==> src/rtl/sram_port_arbiter.sv <==
// sram_port_arbiter: shares one valid/ready SRAM driver port among NUM_PORTS
// masters. A transaction is arbitrated in IDLE, issued and held in BUSY until
// the driver completes, then acknowledged for one cycle in DONE. The DONE cycle
// gives the requester time to drop or refresh req_valid before the next
// arbitration. A master that completes with req_lock high keeps ownership for
// its next request, so split transfers stay atomic.
module sram_port_arbiter #(
    parameter int NUM_PORTS = 3,
    parameter int ADDR_W    = 19,
    parameter int DATA_W    = 16,
    parameter int ARB_MODE  = 0
) (
    input  logic                        clk,
    input  logic                        reset,
    input  logic [NUM_PORTS-1:0]        req_valid,
    input  logic [NUM_PORTS-1:0]        req_we,
    input  logic [NUM_PORTS-1:0]        req_lock,
    input  logic [NUM_PORTS*ADDR_W-1:0] req_addr,
    input  logic [NUM_PORTS*DATA_W-1:0] req_wdata,
    output logic [NUM_PORTS-1:0]        req_ready,
    output logic [DATA_W-1:0]           rsp_rdata,
    output logic [NUM_PORTS-1:0]        grant,
    output logic                        mem_valid,
    input  logic                        mem_ready,
    output logic                        mem_we,
    output logic [ADDR_W-1:0]           mem_addr,
    output logic [DATA_W-1:0]           mem_wdata,
    input  logic [DATA_W-1:0]           mem_rdata
);

    localparam int PTR_W = (NUM_PORTS > 1) ? $clog2(NUM_PORTS) : 1;
    localparam int SUM_W = PTR_W + 1;

    typedef enum logic [1:0] {
        IDLE = 2'd0,
        BUSY = 2'd1,
        DONE = 2'd2
    } state_t;

    // Registered state and outputs
    state_t                 state_r;
    logic [PTR_W-1:0]       rr_ptr_r;
    logic [PTR_W-1:0]       owner_r;
    logic                   lock_r;

    // Next-state values computed combinationally
    state_t                 state_s;
    logic [PTR_W-1:0]       rr_ptr_s;
    logic [PTR_W-1:0]       owner_s;
    logic                   lock_s;
    logic [NUM_PORTS-1:0]   req_ready_s;
    logic [DATA_W-1:0]      rsp_rdata_s;
    logic [NUM_PORTS-1:0]   grant_s;
    logic                   mem_valid_s;
    logic                   mem_we_s;
    logic [ADDR_W-1:0]      mem_addr_s;
    logic [DATA_W-1:0]      mem_wdata_s;

    // Arbitration result
    logic [PTR_W:0]         pick_s;
    logic                   win_found_s;
    logic [PTR_W-1:0]       win_idx_s;

    // One-hot decode of a port index.
    function automatic logic [NUM_PORTS-1:0] onehot(input logic [PTR_W-1:0] idx);
        onehot = NUM_PORTS'(1'b1) << idx;
    endfunction

    // Successor of a port index, wrapping NUM_PORTS-1 back to 0.
    function automatic logic [PTR_W-1:0] next_port(input logic [PTR_W-1:0] idx);
        next_port = (idx == PTR_W'(NUM_PORTS - 1)) ? PTR_W'(0) : idx + PTR_W'(1);
    endfunction

    // Round-robin pick: first valid port scanning upward from ptr with wrap.
    // The scan runs backwards so the earliest port in scan order is written last.
    // Result is {found, index}.
    function automatic logic [PTR_W:0] pick_rr(input logic [NUM_PORTS-1:0] valid,
                                               input logic [PTR_W-1:0]     ptr);
        logic [PTR_W:0]   res;
        logic [SUM_W-1:0] sum;
        logic [PTR_W-1:0] idx;
        res = '0;
        for (int k = NUM_PORTS - 1; k >= 0; k--) begin
            sum = {1'b0, ptr} + SUM_W'(k);
            sum = (sum >= SUM_W'(NUM_PORTS)) ? sum - SUM_W'(NUM_PORTS) : sum;
            idx = sum[PTR_W-1:0];
            res = valid[idx] ? {1'b1, idx} : res;
        end
        pick_rr = res;
    endfunction

    // Fixed-priority pick: lowest-index valid port. Result is {found, index}.
    function automatic logic [PTR_W:0] pick_fixed(input logic [NUM_PORTS-1:0] valid);
        logic [PTR_W:0] res;
        res = '0;
        for (int k = NUM_PORTS - 1; k >= 0; k--) begin
            res = valid[PTR_W'(k)] ? {1'b1, PTR_W'(k)} : res;
        end
        pick_fixed = res;
    endfunction

    // Next-state and next-output logic of the IDLE/BUSY/DONE controller.
    always_comb begin
        state_s     = state_r;
        rr_ptr_s    = rr_ptr_r;
        owner_s     = owner_r;
        lock_s      = lock_r;
        req_ready_s = req_ready;
        rsp_rdata_s = rsp_rdata;
        grant_s     = grant;
        mem_valid_s = mem_valid;
        mem_we_s    = mem_we;
        mem_addr_s  = mem_addr;
        mem_wdata_s = mem_wdata;
        win_found_s = 1'b0;
        win_idx_s   = '0;
        pick_s      = (ARB_MODE == 1) ? pick_fixed(req_valid) : pick_rr(req_valid, rr_ptr_r);

        case (state_r)
            IDLE: begin
                if (lock_r && req_valid[owner_r]) begin
                    // Locked owner is back: regrant it without arbitration.
                    win_found_s = 1'b1;
                    win_idx_s   = owner_r;
                end else begin
                    // No lock, or the locked owner walked away: drop the lock
                    // and arbitrate normally this same cycle.
                    lock_s      = 1'b0;
                    win_found_s = pick_s[PTR_W];
                    win_idx_s   = pick_s[PTR_W-1:0];
                end

                if (win_found_s) begin
                    mem_valid_s = 1'b1;
                    mem_we_s    = req_we[win_idx_s];
                    mem_addr_s  = req_addr[int'(win_idx_s) * ADDR_W +: ADDR_W];
                    mem_wdata_s = req_wdata[int'(win_idx_s) * DATA_W +: DATA_W];
                    grant_s     = onehot(win_idx_s);
                    owner_s     = win_idx_s;
                    state_s     = BUSY;
                end else begin
                    state_s     = IDLE;
                end
            end

            BUSY: begin
                if (mem_ready) begin
                    mem_valid_s = 1'b0;
                    rsp_rdata_s = mem_rdata;
                    req_ready_s = onehot(owner_r);
                    lock_s      = req_lock[owner_r];
                    // A taken lock freezes the pointer so fairness resumes
                    // where it left off once the locked sequence ends.
                    rr_ptr_s    = req_lock[owner_r] ? rr_ptr_r : next_port(owner_r);
                    state_s     = DONE;
                end else begin
                    state_s     = BUSY;
                end
            end

            DONE: begin
                req_ready_s = '0;
                grant_s     = '0;
                state_s     = IDLE;
            end

            default: begin
                state_s     = IDLE;
                lock_s      = 1'b0;
                req_ready_s = '0;
                grant_s     = '0;
                mem_valid_s = 1'b0;
            end
        endcase
    end

    // State, arbitration bookkeeping and all outputs, cleared asynchronously on reset.
    always_ff @(posedge clk or posedge reset) begin
        if (reset) begin
            state_r   <= IDLE;
            rr_ptr_r  <= '0;
            owner_r   <= '0;
            lock_r    <= 1'b0;
            req_ready <= '0;
            rsp_rdata <= '0;
            grant     <= '0;
            mem_valid <= 1'b0;
            mem_we    <= 1'b0;
            mem_addr  <= '0;
            mem_wdata <= '0;
        end else begin
            state_r   <= state_s;
            rr_ptr_r  <= rr_ptr_s;
            owner_r   <= owner_s;
            lock_r    <= lock_s;
            req_ready <= req_ready_s;
            rsp_rdata <= rsp_rdata_s;
            grant     <= grant_s;
            mem_valid <= mem_valid_s;
            mem_we    <= mem_we_s;
            mem_addr  <= mem_addr_s;
            mem_wdata <= mem_wdata_s;
        end
    end

endmodule
==> config.mk <==
export PLATFORM = sky130hd
export DESIGN_NAME = sram_port_arbiter
export DESIGN_NICKNAME = d
export VERILOG_FILES = /design/src/rtl/sram_port_arbiter.sv
export SDC_FILE = /design/constraint.sdc
export NUM_CORES = 1
export LEC_CHECK = 0
export BUFFER_PORTS_ARGS = -buffer_cell sky130_fd_sc_hd__buf_4
export CAP_MARGIN = 0
export CELL_PAD_IN_SITES_DETAIL_PLACEMENT = 1
export CELL_PAD_IN_SITES_GLOBAL_PLACEMENT = 2
export CORE_UTILIZATION = 29
export DETAILED_ROUTE_END_ITERATION = 8
export GPL_TIMING_DRIVEN = 0
export HOLD_SLACK_MARGIN = 0.06
export PLACE_DENSITY_LB_ADDON = 0.08
export SLEW_MARGIN = 20
export SYNTH_ARGS = -nofsm -noshare
export SYNTH_HDL_FRONTEND = slang
export SYNTH_SLANG_ARGS = --single-unit
==> constraint.sdc <==
create_clock -name clk -period 4.2 [get_ports clk]
set_input_delay 0.42 -clock clk [delete_from_list [all_inputs] [get_ports clk]]
set_output_delay 0.42 -clock clk [all_outputs]
set_load 0.05 [all_outputs]
Word level (Yosys, flattened, before mapping)
Cells that the tools add are included.
Widths: inputs -> output; s select.
{"block": "word_totals", "reg_bits": 66, "in_bits": 133, "out_inout_bits": 59}
{"block": "op_classes", "n_addsub": 6, "n_mul": 1, "magnitude_cmp": 8, "eq_ne": 6, "n_shift": 4, "muxes": 36, "bitwise": 4, "n_reduce_logical": 9}
{"operator": "$shiftx 57x8->19", "count": 1}
{"operator": "$shiftx 48x7->16", "count": 1}
{"operator": "$lt 2x3->1 const B", "count": 5}
{"operator": "$mux 3", "count": 5}
{"operator": "$mux 2", "count": 7}
{"operator": "$mux 1", "count": 13}
{"operator": "$bmux 1 s2", "count": 6}
{"operator": "$pmux 3 s2", "count": 2}
{"operator": "$reduce_and 3->1", "count": 3}
{"operator": "$reduce_and 2->1", "count": 4}
{"operator": "$mul 2x5->7 const B", "count": 1}
{"operator": "$ge 3x2->1 const B", "count": 2}
{"operator": "$pmux 1 s3", "count": 2}
{"operator": "$shl 1x2->3 const A", "count": 2}
{"operator": "$sub 2x2->2 const B", "count": 3}
{"operator": "$eq 2x2->1 const B", "count": 2}
{"operator": "$ne 2x2->1 const B", "count": 2}
{"operator": "$not 1->1", "count": 4}
{"operator": "$pmux 2 s2", "count": 1}
{"operator": "$add 2x1->3 const B", "count": 1}
{"operator": "$add 2x2->3 const B", "count": 1}
{"operator": "$add 2x1->2 const B", "count": 1}
{"operator": "$eq 2x1->1 const B", "count": 1}
{"operator": "$ge 2x2->1 const B", "count": 1}
{"operator": "other kinds (3)", "count": 3}

Depth between registers and ports, before layout
Gate-level depths: netlist (run 1).
{"block": "logic_depth", "depth_word": 13, "mapped_depth": 11, "depth_no_buf": 8}

Least setup slack after synthesis (run 1)
Ideal clock, no wire load.
{"block": "synth_timing", "kind": "register to register", "start": "register rr_ptr_r[0]", "end": "register mem_addr[10]", "setup_ps": 80, "arrival_time_ps": 2057, "t_required_ps": 4120, "path_slack_ps": 2063, "path_stages_with_launch": 12, "path_buffers": 3, "path_cell_list": "dfrtp_1 -> inv_1 -> ha_1 -> buf_4 -> nor2b_1 -> o2111ai_1 -> nand3_1 -> a32o_1 -> nand2b_1 -> buf_4 -> buf_6 -> o211ai_2"}
{"block": "synth_between", "elab_chain_cells": 12, "elab_cells_between_ends": 27}
{"item": "from (decl)", "line_no": "42", "source": "logic [PTR_W-1:0] rr_ptr_r;"}
{"item": "from (signal assigned)", "line_no": "193", "source": "rr_ptr_r <= rr_ptr_s;"}
{"item": "$add 2x2->3", "line_no": "84", "source": "sum = {1'b0, ptr} + SUM_W'(k);"}
{"item": "$ge 3x2->1 / $sub 2x2->2 (equally long branches)", "line_no": "85", "source": "sum = (sum >= SUM_W'(NUM_PORTS)) ? sum - SUM_W'(NUM_PORTS) : sum;"}
{"item": "$mux 2", "line_no": "85"}
{"item": "$bmux 1 s2", "line_no": "87", "source": "res = valid[idx] ? {1'b1, idx} : res;"}
{"item": "$mux 1 (not written as such)", "line_no": "87"}
{"item": "$mux 3 (2 in series)", "line_no": "87"}
{"item": "$mux 3 (*)", "line_no": "87"}
{"item": "$mux 2", "line_no": "121", "source": "if (lock_r && req_valid[owner_r]) begin"}
{"item": "$mux 2", "line_no": "119", "source": "case (state_r)"}
{"item": "$mul 2x5->7", "line_no": "136", "source": "mem_addr_s = req_addr[int'(win_idx_s) * ADDR_W +: ADDR_W];"}
{"item": "$shiftx 57x8->19", "line_no": "136"}
{"item": "to (signal assigned)", "line_no": "201", "source": "mem_addr <= mem_addr_s;"}
{"item": "to (decl)", "line_no": "26", "source": "output logic [ADDR_W-1:0] mem_addr,"}
Mark *: on every way between the ends. The rest lies on a longest branch, timed or not. The select of a mux whose other input is x is not followed.
A chain may end at the register's enable or synchronous reset.

Final worst setup path (run 1)
{"block": "layout_timing", "start": "register rr_ptr_r[1]", "end": "register mem_wdata[15]"}
{"block": "layout_between", "elab_chain_cells": 11, "elab_cells_between_ends": 26}
{"item": "$add 2x2->3", "line_no": "84"}
{"item": "$ge 3x2->1 / $sub 2x2->2 (equally long branches)", "line_no": "85"}
{"item": "$mux 2", "line_no": "85"}
{"item": "$bmux 1 s2", "line_no": "87"}
{"item": "$mux 1 (not written as such)", "line_no": "87"}
{"item": "$mux 3 (2 in series)", "line_no": "87"}
{"item": "$mux 3 (*)", "line_no": "87"}
{"item": "$mux 2 / $mux 1 (equally long branches)", "line_no": "121"}
{"item": "$mux 2 / $mux 1 (equally long branches)", "line_no": "119"}
{"item": "$shiftx 48x7->16 / $reduce_and 2->1 (equally long branches)"}
{"item": "to (signal assigned)", "line_no": "202", "source": "mem_wdata <= mem_wdata_s;"}
{"item": "to (decl)", "line_no": "27", "source": "output logic [DATA_W-1:0] mem_wdata,"}
Marks and branches as above.

==> metrics list, run 1 <==
- VDD IR-drop max: 0.000515 V
- The net count of the finished layout is 689.
- The run finished with clean final reports.
* Startpoint of the worst-slack reg-to-reg timing path: rr_ptr_r[1]$_DFFE_PP0P_
* CP max stage cell: dfrtp_1
- 0 antenna diodes ended up in the layout.
* Post-route total power: 0.00560 W
- Leaving out fill and tap cells, the most frequent cell in the layout is buf_4.
- Worst hold stages: 2
* Areal power density over the cells: 959 mW/mm^2
- Synthesized flop and latch total: 66
- Via count of the first global-routing pass: 3,655
- Overflow left after global routing: 0
- Maximum number of pins on one net before global-route repair: 47
- Final standard cell utilization of the core: 46.1%
- First-pass iteration count of the detailed router: 4
- The filler cells instantiated in the layout total 1,471.
- For this run, the register share of the synthesized area comes to 43.7%.
* Instance area after placement: 0.00545 sq mm
* Clock-pin slew on the worst setup and hold paths: 60 ps
* Slowest stage delay, CP: 410 ps
- Critical path capture point: mem_wdata[15]$_DFFE_PP0P_
- Min cycle time layout: 2540 ps
* Clock insertion delay at the later pin of the skew report: 340 ps
- Number of top-level pins: 192
- Maximum level of the CTS H-tree: 3
* Standby leakage power: 2.93 nW
- Maximum clock frequency: 394 MHz
- The detailed router placed 3,486 vias in this run.
* Slew headroom: 49.6%
* DRT antenna net count: 0
* Wire length of the first global-routing pass: 19,100 microns
- # setup viols final: 0
* Die boundary width: 116 microns
* Antenna violations before repair: 0
- The synthesized design contains 0 enable-type register cells.
* Initial detailed-routing violation count: 128
- In this design, the largest share of critical-path delay is due to buffers and inverters.
* Top library cells by usage in the layout, fill and taps aside: 197 x buf_4, 66 x dfrtp_1, 53 x nand2_1
- In this run the worst setup path begins at rr_ptr_r[1]$_DFFE_PP0P_.
- In this run the clock root is driven by a clkbuf_16.
- Clock tree synthesis found a total of 66 sinks.
* Critical path cell sequence: inv_1, ha_1, buf_6, mux2i_1, o21a_1, nand2b_1, o22ai_1, buf_4, buf_8, mux2i_1, o211ai_2
- The floorplan step defined a core boundary enclosing 0.0127 sq mm.
- The number of slew-limit violations in the final report was 0.
- The initialized floorplan defines 41 standard-cell rows.
* Estimated wirelength of the detail-placed design: 9440 microns
* Sum Neg Setup Slack: 0 ps
- Inserted Clock Buffers: 9
- Final wirelength: 12,300 microns
- Endpoint required time on the critical path: 4420 ps
* Number of instances in the synthesized netlist: 349
- Die height: 116 microns
* DR DRC count: 0
- The initial utilization of the core area, before any placement, comes to 29.8%.
- In this run the deepest clock path goes through 2 buffers.
- In this run, post-CTS repair resized a total of 0 instances.
- Area of the mapped netlist: 0.00378 sq mm
- After synthesis, the mean cell area works out to 10.8 sq um.
* Setup repair after global routing missed its margin: false
- Count of buffers inserted at the top-level ports: 190
- Count of yosys warnings during synthesis: 0
- Cells with a size suffix above 1 make up 53.0% of the layout.
* Area delta synth->final: 54.4%
- Counting both buffers and inverters, the worst setup path holds a total of 4.
- Using the TritonRoute via totals, the vias-per-cell ratio works out to 4.78.
- The worst setup path is launched from a register.
* MaxCap Viol Count: 0
* Part of the cycle the worst path needs: 60.4%
- For the worst setup path, the data arrival time is 2760 ps.
- Combined global-route utilization of all metal layers: 19.0%
- After routing the design area is 0.00584 sq mm.
- TritonCTS built the clock tree.
* Origin of the worst min-delay path: mem_rdata[0]
- The critical path is of the reg2reg type.
* Routed wirelength normalized by instance count: 16.8 microns
* Routability Congestion: 0.715
- Share of async-settable or async-resettable flops after synthesis: 100%
* Kind of end point of the critical path: register
* Minimum hold slack: 310 ps
- Counting cells, the worst reg-to-reg path comes to 11.
* Post-synth net total: 486
* Flip-flop cell with the highest count after synthesis: dfrtp_1
* R2R setup slack: 1660 ps
* Worst clock skew: 5.49 ps
- Count of different cell masters after synthesis: 46
- Slew of the pin with the lowest slew margin: 754 ps
* Critical path's most frequent cell: mux2i_1
- The die covers 0.0135 sq mm.
* Final Hold Viols: 0
- Worst hold path type: in2reg
- Maximum fanout encountered on the critical timing path: 10
- The endpoint identified for the worst register-to-register timing path is mem_wdata[15]$_DFFE_PP0P_.
- Count of cell instances traversed by the critical path: 11
-- worst min path at each step --
stage | endpoint | slack, ps
final | rsp_rdata[0]$_DFFE_PP0P_ | 310
after global routing | rsp_rdata[3]$_DFFE_PP0P_ | 300
after CTS | rsp_rdata[3]$_DFFE_PP0P_ | 290
after detailed placement | rsp_rdata[2]$_DFFE_PP0P_ | 400
after global placement | mem_valid$_DFFE_PP0P_ | 470
after floorplan | rr_ptr_r[0]$_DFFE_PP0P_ | 500
-- registers in the layout (all words and copies together), names as in the netlist, 2 cells and up --
name,cells
mem_wdata,16
req_ready,3
rsp_rdata,16
grant,3
mem_addr,19
rr_ptr_r,2
state_r,2
owner_r,2
-- cell usage after synthesis, drive strengths merged, types with 2 or more instances --
cell | n | area, sq um
clkbuf | 2 | 27.5
buf | 27 | 213
and2b | 2 | 17.5
dfrtp | 66 | 1650
inv | 6 | 22.5
mux2 | 18 | 203
a21oi | 13 | 72.6
o21ai | 5 | 28.8
nand2 | 54 | 205
nor2 | 6 | 22.5
nand2b | 4 | 25.0
nand3 | 39 | 195
nand3b | 2 | 15.0
nor2b | 2 | 15.0
o211ai | 37 | 428
o2111ai | 2 | 17.5
mux2i | 41 | 410
a32o | 2 | 21.3
ha | 4 | 50.1
-- worst reg2reg max path, delay by kind of cell (launching register included) --
family	cells	cell delay, ps
flops	1	410
buf+inv	4	680
mux	2	620
fa+ha+maj	1	150
simple gates	1	80
compound gates	3	460
-- where the power goes --
part	switching (W)	internal [W]	total (W)
clock network	0.000296	0.000658	0.000954
registers	0.000173	0.000954	0.00113
logic	0.00222	0.00130	0.00352
-- per-stage QoR --
step / setup WS, ps / instances
2_1_floorplan: 2060 / 349
6_report: 1660 / 729
3_5_place_dp: 1650 / 712
4_1_cts: 1650 / 729
3_3_place_gp: 1020 / 711
5_1_grt: 1490 / 729
-- kinds of logic (layout without fill, tap and decap cells) --
kind of cell    Yosys count  count (layout)  share of synthesized area [%]
buf+inv                  35             243                           6.95
flops                    66              66                           43.7
compound gates           70              70                           17.4
mux                      59              59                           16.2
fa+ha+maj                 4               4                           1.32
simple gates            115             115                           14.4
-- layer usage --
metal / track usage (%) / routed length [microns] / vias up / share of wire, %
met4: 6.92 / 206 / 0 / 1.7
met3: 7.11 / 1030 / 15 / 8.4
met5: 0 / 0 / - / 0
met2: 31.2 / 6000 / 123 / 49
met1: 22.6 / 5040 / 1681 / 41
li1: - / - / 1667 / -
-- timing repair --
| action | 4_1_cts | 5_1_grt |
|---|---|---|
| endpoints found under the hold margin | 20 | 0 |
| hold buffers | 1 | 0 |
| buffers inserted | 0 | 0 |
-- cell type report --
type | instances | area [sq um] | area share, %
plain buffers | 29 | 240 | 4.11
clock buffers | 10 | 239 | 4.09
clock inverters | 6 | 138 | 2.36
inverters | 6 | 25.0 | 0.429
multi-input cells | 248 | 1870 | 32.0
flip-flops and latches | 66 | 1650 | 28.3
well taps | 172 | 215 | 3.69
repair buffers | 192 | 1460 | 25.1
No activity file was read; power rests on OpenSTA's default activity.
==> run 2, diff against run 1 <==
- ABC_AREA: unset -> 1
- CORE_UTILIZATION: 29 -> 21
- clock period: 4.2 -> 2.31 ns (I/O delays scaled with it)
==> metrics list, run 2 <==
- Outcome: completed
* Estimated wirelength of the detail-placed design: 11,800 microns (+25%)
- Worst path arrival time: 2410 ps (-350 ps)
* Kind of start point of the critical path: register
- Clock-pin slew on the worst setup and hold paths: 70 ps (about the same)
- Number of fill cells in the layout: 2,218 (+51%)
- CP max stage cell: dfrtp_1
* Maximum number of pins on one net before global-route repair: 37 (-21%)
- The wire length per cell came to 15.6 microns (-7.3%).
- Inserted Clock Buffers: 9 (unchanged)
- Critical path cell sequence: inv_1, ha_2, inv_2, nand2_1, nand3_1, nand2_1, inv_2, nand4_2, nand2_2, buf_6, buf_4, a21oi_1, a21oi_1
- The starting utilization of the core area was 21.8% (-8.1 points).
* Cell type contributing the most total cell area after synthesis: dfrtp_1
- The number of enable flip-flop cells after synthesis came to 0 (unchanged).
- Leaving out fill and tap cells, the most frequent cells in the layout are 197 x buf_4, 143 x nand2_1, 87 x nand3_1.
- Overflow left after global routing: 0 (unchanged)
- The number of synthesized register bits was 66 (unchanged).
- From synthesis to final layout, the design area changed by 55.4%.
* Cells taking the most area after synthesis: dfrtp_1 43%, nand2_1 14%, nand3_1 11%
- Worst clock skew: 8.77 ps (+3.28 ps)
- Count of buffers inserted at the top-level ports: 191 (+0.53%)
* Final count of pins violating max slew: 0 (unchanged)
- DRT antenna net count: 0 (unchanged)
* Wire length of the first global-routing pass: 23,900 microns (+25%)
- Mean instance size in the synthesized netlist: 7.01 sq um (-35%)
- Count of different cell masters after synthesis: 26 (-43%)
* VDD IR-drop max: 0.000698 V (+36%)
- Final standard cell utilization of the core: 33.8% (-12 points)
- The share of layout cells above drive strength 1 came to 34.0% (-19 points).
* Number of instances in the synthesized netlist: 545 (+56%)
- The slew at the pin closest to its max-slew limit was 677 ps (-76.4 ps).
- The kind of cell with the highest combined delay along the critical path is buffers and inverters.
- In this run the top signal layer used is met4.
- The number of DRC markers after the initial detailed-route iteration was 169 (+32%).
* Area share of the leading cell type in the synthesized netlist: 43.3% (-0.43 points)
* Leading cell type by number of instances after synthesis: nand2_1
* Endpoint required time on the critical path: 2550 ps (-1870 ps)
- The tree is rooted in a clkbuf_16.
- The placer's final routability congestion estimate came to 0.788 (+10%).
* Clock Sink Count: 66 (unchanged)
- Kind of end point of the critical path: register
- The worst slack at placement was -3.83 ps (-1660 ps).
* Routed wl met2: 7290 microns (+21%)
- Maximum fanout encountered on the critical timing path: 10 (unchanged)
- The sum of routed wire segments on met1 was 6490 microns (+29%).
- Via count of the first global-routing pass: 4,520 (+24%)
* Worst setup margin: 139 ps (-1520 ps)
- The boundary pin count is 192 (unchanged).
- The total iterations of the first detailed-routing run is 4 (unchanged).
* Antenna violations before repair: 0 (unchanged)
* Maximum clock frequency: 461 MHz (+17%)
* Post-synth net total: 682 (+40%)
* Detailed-route via count: 4,312 (+24%)
* MaxCap Viol Count: 0 (unchanged)
- The fraction of the yosys area taken by sequential cells is 43.3% (-0.43 points).
* Flip-flop cell with the highest count after synthesis: dfrtp_1
- Final wirelength: 15,300 microns (+25%)
- DR DRC count: 0 (unchanged)
* Final Hold Viols: 0 (unchanged)
- The mean number of vias per cell was 4.40 (-8.0%).
- Count of yosys warnings during synthesis: 0 (unchanged)
- The number of flip-flops under the largest register name was 19 (unchanged).
- The height of the chip was 137 microns (+18%).
- The final sum of negative setup slack is 0 ps (unchanged).
- Areal power density over the cells: 1840 mW/mm^2 (+92%)
- Classification of the worst setup path: reg2reg
- Leaving out fill and tap cells, the most frequent cell in the layout is buf_4.
* Combined global-route utilization of all metal layers: 16.9% (-2.0 points)
- The floorplan row count is 48 (+17%).
- The relative slew slack came to 54.7% (+5.1 points).
- The width of the die came to 137 microns (+18%).
- The delay contributed by the slowest stage of the critical path came to 420 ps (about the same).
- The die footprint is 0.0187 sq mm (+39%).
- Counting flops per register, the top entry is mem_addr.
- Setup repair after global routing could not meet its margin everywhere.
* TritonCTS clock tree: yes
* Registers with the most flip-flops: mem_addr x19, mem_wdata x16, rsp_rdata x16
* Most numerous cell types in the synthesized netlist: 143 x nand2_1, 87 x nand3_1, 81 x inv_1
* # diodes: 0 (unchanged)
- The number of nets in the final layout was 887 (+29%).
- The shortest clock period the worst path allows after layout is 2170 ps (-367 ps).
* # setup viols final: 0 (unchanged)
- Met3 Routed Length: 1370 microns (+34%)
- The final clock period utilization by the worst path came to 94.0% (+34 points).
- Share of async-settable or async-resettable flops after synthesis: 100% (unchanged)
* Total buffers and inverters traversed by the critical path: 5 (+1)
* Worst hold path type: in2reg
- The maximum buffer depth of the clock tree came to 2 (unchanged).
* Standby leakage power: 3.28 nW (+12%)
* Maximum level of the CTS H-tree: 3 (unchanged)
* Clock insertion delay at the later pin of the skew report: 350 ps (about the same)
- The placeable core area was 0.0175 sq mm (+38%).
- The total standard cell area after synthesis is 0.00382 sq mm (+0.99%).
-- run 2: layer usage --
| metal | vias to the layer above | GRT usage [%] |
|---|---|---|
| li1 | 2123 | - |
| met1 | 2057 | 20.0 |
| met2 | 116 | 28.3 |
| met3 | 16 | 7.00 |
| met4 | 0 | 4.21 |
| met5 | - | 0 |
-- run 2: cell type report --
type | count | area, sq um | share of cell area, %
plain buffers | 27 | 179 | 3.01
multi-input cells | 362 | 1700 | 28.6
inverters | 90 | 343 | 5.78
repair buffers | 194 | 1470 | 24.8
clock buffers | 9 | 225 | 3.80
flip-flops and latches | 66 | 1650 | 27.8
well taps | 225 | 282 | 4.74
clock inverters | 7 | 83.8 | 1.41
-- run 2: logic make-up after synthesis --
group	after synthesis	synth area share, %
simple gates	276	31.1
buf+inv	117	13.2
compound gates	82	11.1
flops	66	43.3
fa+ha+maj	4	1.31
-- run 2: worst reg2reg max path, stage by stage (launching register included) --
cell and delay (ps):
dfrtp_1 420, inv_1 140, ha_2 260, inv_2 60, nand2_1 80, nand3_1 110
nand2_1 110, inv_2 50, nand4_2 120, nand2_2 110, buf_6 200, buf_4 180
a21oi_1 150, a21oi_1 80
-- run 2: metrics by stage --
stage	power, W	cell area, sq um	hold slack, ps	instances
after global placement	0.00926	5530	434	961
final	0.0109	5930	82.8	980
after floorplan	0.00705	3820	348	545
after global routing	0.0118	5930	74.0	980
after CTS	0.0110	5880	67.0	980
after detailed placement	0.00940	5560	297	962
-- run 2: power breakdown --
group	internal, W	switching (W)	total, W
clock network	0.000857	0.000610	0.00147
logic	0.00237	0.00500	0.00737
registers	0.00174	0.000329	0.00207
-- run 2: repair_timing --
action,4_1_cts,5_1_grt
endpoints found under the hold margin,30,0
gates resized for setup,1,15
buffers inserted,1,0
endpoints found under the setup margin,12,38
pin swaps,1,1
hold buffers,1,0
-- run 2: worst paths after layout --
check                           slack, ps                         to  depth (start not counted)                    start
worst max-delay path                  140    mem_addr[7]$_DFFE_PP0P_                         13  rr_ptr_r[1]$_DFFE_PP0P_
worst min-delay path                   80   rsp_rdata[1]$_DFFE_PP0P_                          3             mem_rdata[1]
worst max register to register        140    mem_addr[7]$_DFFE_PP0P_                         13  rr_ptr_r[1]$_DFFE_PP0P_
worst min register to register        470      mem_valid$_DFFE_PP0P_                          2    mem_valid$_DFFE_PP0P_
max in group asynchronous            1270  mem_wdata[12]$_DFFE_PP0P_                          4                    reset
min in group asynchronous             460  rsp_rdata[13]$_DFFE_PP0P_                          3                    reset
==> run 3, diff against run 2 <==
- SETUP_SLACK_MARGIN: unset -> 0.15
==> metrics list, run 3 (synthesis gave the netlist of run 2 again) <==
- Outcome: completed
- The number of cells on the worst hold path came to 3 (unchanged).
- The sum of buffers and inverters on the critical path was 4 (-1).
* Setup repair after global routing missed its margin: false
* Die boundary width: 137 microns (unchanged)
- Worst setup slack before clock tree synthesis: -3.83 ps (unchanged)
- The net switching component of the power is 0.00606 W (+2.1%).
- The internal power consumption is 0.00519 W (+4.6%).
- The number of DRC markers after the initial detailed-route iteration is 176 (+4.1%).
* Switching portion of total power: 53.8% (-0.61 points)
* Combined global-route utilization of all metal layers: 17.0% (+0.11 points)
- VDD IR-drop max: 0.000700 V (+0.26%)
- Count of buffers inserted at the top-level ports: 191 (unchanged)
- Overflow left after global routing: 0 (unchanged)
- Critical path cell sequence: buf_4, ha_4, inv_2, nand2_1, nand3_2, nand2_1, inv_2, nand3_1, nand2_4, nand2_8, buf_4, nand2_1, nand2_1, nand2_1, nand3_1
- Kind of start point of the critical path: register
- The total number of clock tree sinks came to 66 (unchanged).
* Slew of the pin with the lowest slew margin: 765 ps (+87.8 ps)
* Maximum clock frequency: 499 MHz (+8.3%)
* Routability Congestion: 0.788 (unchanged)
* Registers with the most flip-flops: mem_addr x19, mem_wdata x16, rsp_rdata x16
- Sequential cell area: 0.00165 sq mm (unchanged)
* Capture instance of the worst register-to-register path: mem_addr[18]$_DFFE_PP0P_
* Worst setup margin: 305 ps (+167 ps)
* Post-route total power: 0.0113 W (+3.2%)
* Slew headroom: 48.8% (-5.9 points)
* Die area: 0.0187 sq mm (unchanged)
- Via count of the first global-routing pass: 4,542 (+0.49%)
- Placement Rows: 48 (unchanged)
- Estimated wirelength of the detail-placed design: 11,800 microns (unchanged)
* Wire length of the first global-routing pass: 24,000 microns (+0.49%)
* Count of cell instances traversed by the critical path: 15 (+2)
- Origin of the worst min-delay path: mem_rdata[1]
- Clock network fraction of total power: 13.0% (-0.5 points)
* Final-stage net count: 891 (+0.45%)
- The final sum of negative setup slack came to 0 ps (unchanged).
* Share of final-layout standard cells stronger than drive strength 1: 35.3% (+1.3 points)
* Startpoint of the worst-slack reg-to-reg timing path: rr_ptr_r[0]$_DFFE_PP0P_
- Logic depth of the worst register-to-register path: 15 (+2)
- # setup viols final: 0 (unchanged)
- Multi-input combinational cell area: 0.00174 sq mm (+2.3%)
- The fraction of power consumed by combinational cells came to 68.6% (+1.0 points).
- The worst setup path is captured at a register.
- Routed wirelength normalized by instance count: 15.7 microns (+0.54%)
- The starting utilization of the core area came to 21.8% (unchanged).
- The area growth from synthesis to layout is 57.9%.
* Final Hold Viols: 0 (unchanged)
* First-pass iteration count of the detailed router: 4 (unchanged)
* Register containing the most flip-flops in the final layout: mem_addr
- Min cycle time layout: 2000 ps (-167 ps)
* Buffer depth of the longest clock path: 2 (unchanged)
- The final worst hold slack came to 84.2 ps (+1.34 ps).
- The number of clock buffers inserted by TritonCTS is 9 (unchanged).
- The most critical setup path has its startpoint at rr_ptr_r[0]$_DFFE_PP0P_.
- The power per cell area came to 1870 mW/mm^2 (+1.6%).
- Cell at the root of the clock tree: clkbuf_16
- The placeable core area was 0.0175 sq mm (unchanged).
- Worst path arrival time: 2230 ps (-180 ps)
* Maximum number of pins on one net before global-route repair: 37 (unchanged)
- Endpoint required time on the critical path: 2540 ps (about the same)
- The post-CTS clock slew at the launch and capture registers of the worst setup and hold paths is 70 ps (about the same).
- The vias after detailed routing came to 4,319 (+0.16%).
- The number of H-tree levels came to 3 (unchanged).
* Top library cells by usage in the layout, fill and taps aside: 204 x buf_4, 142 x nand2_1, 85 x nand3_1
- The register share of total power came to 18.4% (-0.6 points).
- The slack of the worst reg-to-reg path came to 310 ps (+170 ps).
- TritonCTS clock tree: yes
- Maximum fanout encountered on the critical timing path: 7 (-3)
- The setup path with the least slack is of type reg2reg.
- Vias per cell: 4.39 (-0.24%)
* Critical path capture point: mem_addr[18]$_DFFE_PP0P_
* Final wirelength: 15,400 microns (+0.95%)
- In this design, the largest share of critical-path delay is due to simple AND/OR/NAND/NOR gates.
- The count of nets left with antenna violations after detail routing came to 0 (unchanged).
- CP max stage cell: dfrtp_1
* Number of flip-flops in the largest register: 19 (unchanged)
* Worst hold path type: in2reg
- Number of fill cells in the layout: 2,211 (-0.32%)
- Die height: 137 microns (unchanged)
* Slowest stage delay, CP: 390 ps (-30 ps)
* DR DRC count: 0 (unchanged)
- Number of top-level pins: 192 (unchanged)
- Leaving out fill and tap cells, the most frequent cell in the layout is buf_4.
* Part of the cycle the worst path needs: 86.8% (-7.2 points)
- Clock insertion delay at the later pin of the skew report: 340 ps (about the same)
- # diodes: 0 (unchanged)
- Critical path's most frequent cell: nand2_1
- The setup clock skew after layout came to 8.96 ps (+0.189 ps).
* Antenna violations before repair: 0 (unchanged)
* MaxCap Viol Count: 0 (unchanged)
- Standby leakage power: 3.33 nW (+1.3%)
- Final count of pins violating max slew: 0 (unchanged)
run 3: cell types whose count changed in the layout (fill, tap and decap cells not counted), sizes merged:
cell  before  now
buf      213  217
run 3: stage by stage:
step                      cell area, sq um  utilization [%]  cells
final                                 6030             34.4    984
after global routing                  6030             34.4    984
after CTS                             5940             33.9    981
after detailed placement              5560             31.7    962
after global placement                5530             31.6    961
after floorplan                       3820                -    545
run 3: routing by layer:
layer / GRT usage [%] / share of wire [%] / vias up
li1: - / - / 2126
met1: 20.4 / 43 / 2063
met2: 28.2 / 48 / 114
met3: 7.00 / 8.7 / 16
met4: 4.21 / 0.96 / 0
met5: 0 / 0 / -
run 3: worst min path at each step:
stage / slack, ps / to
floorplan: 350 / rsp_rdata[10]$_DFFE_PP0P_
global placement: 430 / rsp_rdata[10]$_DFFE_PP0P_
detailed placement: 300 / rsp_rdata[13]$_DFFE_PP0P_
CTS: 70 / rsp_rdata[2]$_DFFE_PP0P_
global route: 70 / rsp_rdata[2]$_DFFE_PP0P_
finish: 80 / rsp_rdata[1]$_DFFE_PP0P_
run 3: power by group through the flow:
| stage | Sequential [W] | Combinational [W] | Clock, W |
|---|---|---|---|
| 2_1_floorplan | 0.00372 | 0.00333 | 0 |
| 3_3_place_gp | 0.00207 | 0.00719 | 0 |
| 3_5_place_dp | 0.00208 | 0.00732 | 0 |
| 4_1_cts | 0.00208 | 0.00753 | 0.00152 |
| 5_1_grt | 0.00214 | 0.00848 | 0.00156 |
| 6_report | 0.00207 | 0.00772 | 0.00147 |
run 3: tightest hold or removal path, cell delays in order:
cell	delay, ps
buf_4	80
nand2_1	40
nand2_1	50
run 3: final cells by class:
| cell class | instances | share of cell area [%] |
|---|---|---|
| buffer | 27 | 3.42 |
| clock buffer | 9 | 3.73 |
| clock inverter | 7 | 1.39 |
| inverter | 90 | 5.68 |
| multi-input combinational | 362 | 28.8 |
| sequential | 66 | 27.4 |
| tap | 225 | 4.67 |
| timing repair buffer | 198 | 24.9 |
run 3: repair_timing:
| action | CTS | global route |
|---|---|---|
| endpoints found under the setup margin | 36 | 36 |
| hold buffers | 1 | 0 |
| pin swaps | 1 | 3 |
| setup buffers | 2 | 3 |
| gates resized for setup | 12 | 23 |
| endpoints found under the hold margin | 30 | 0 |
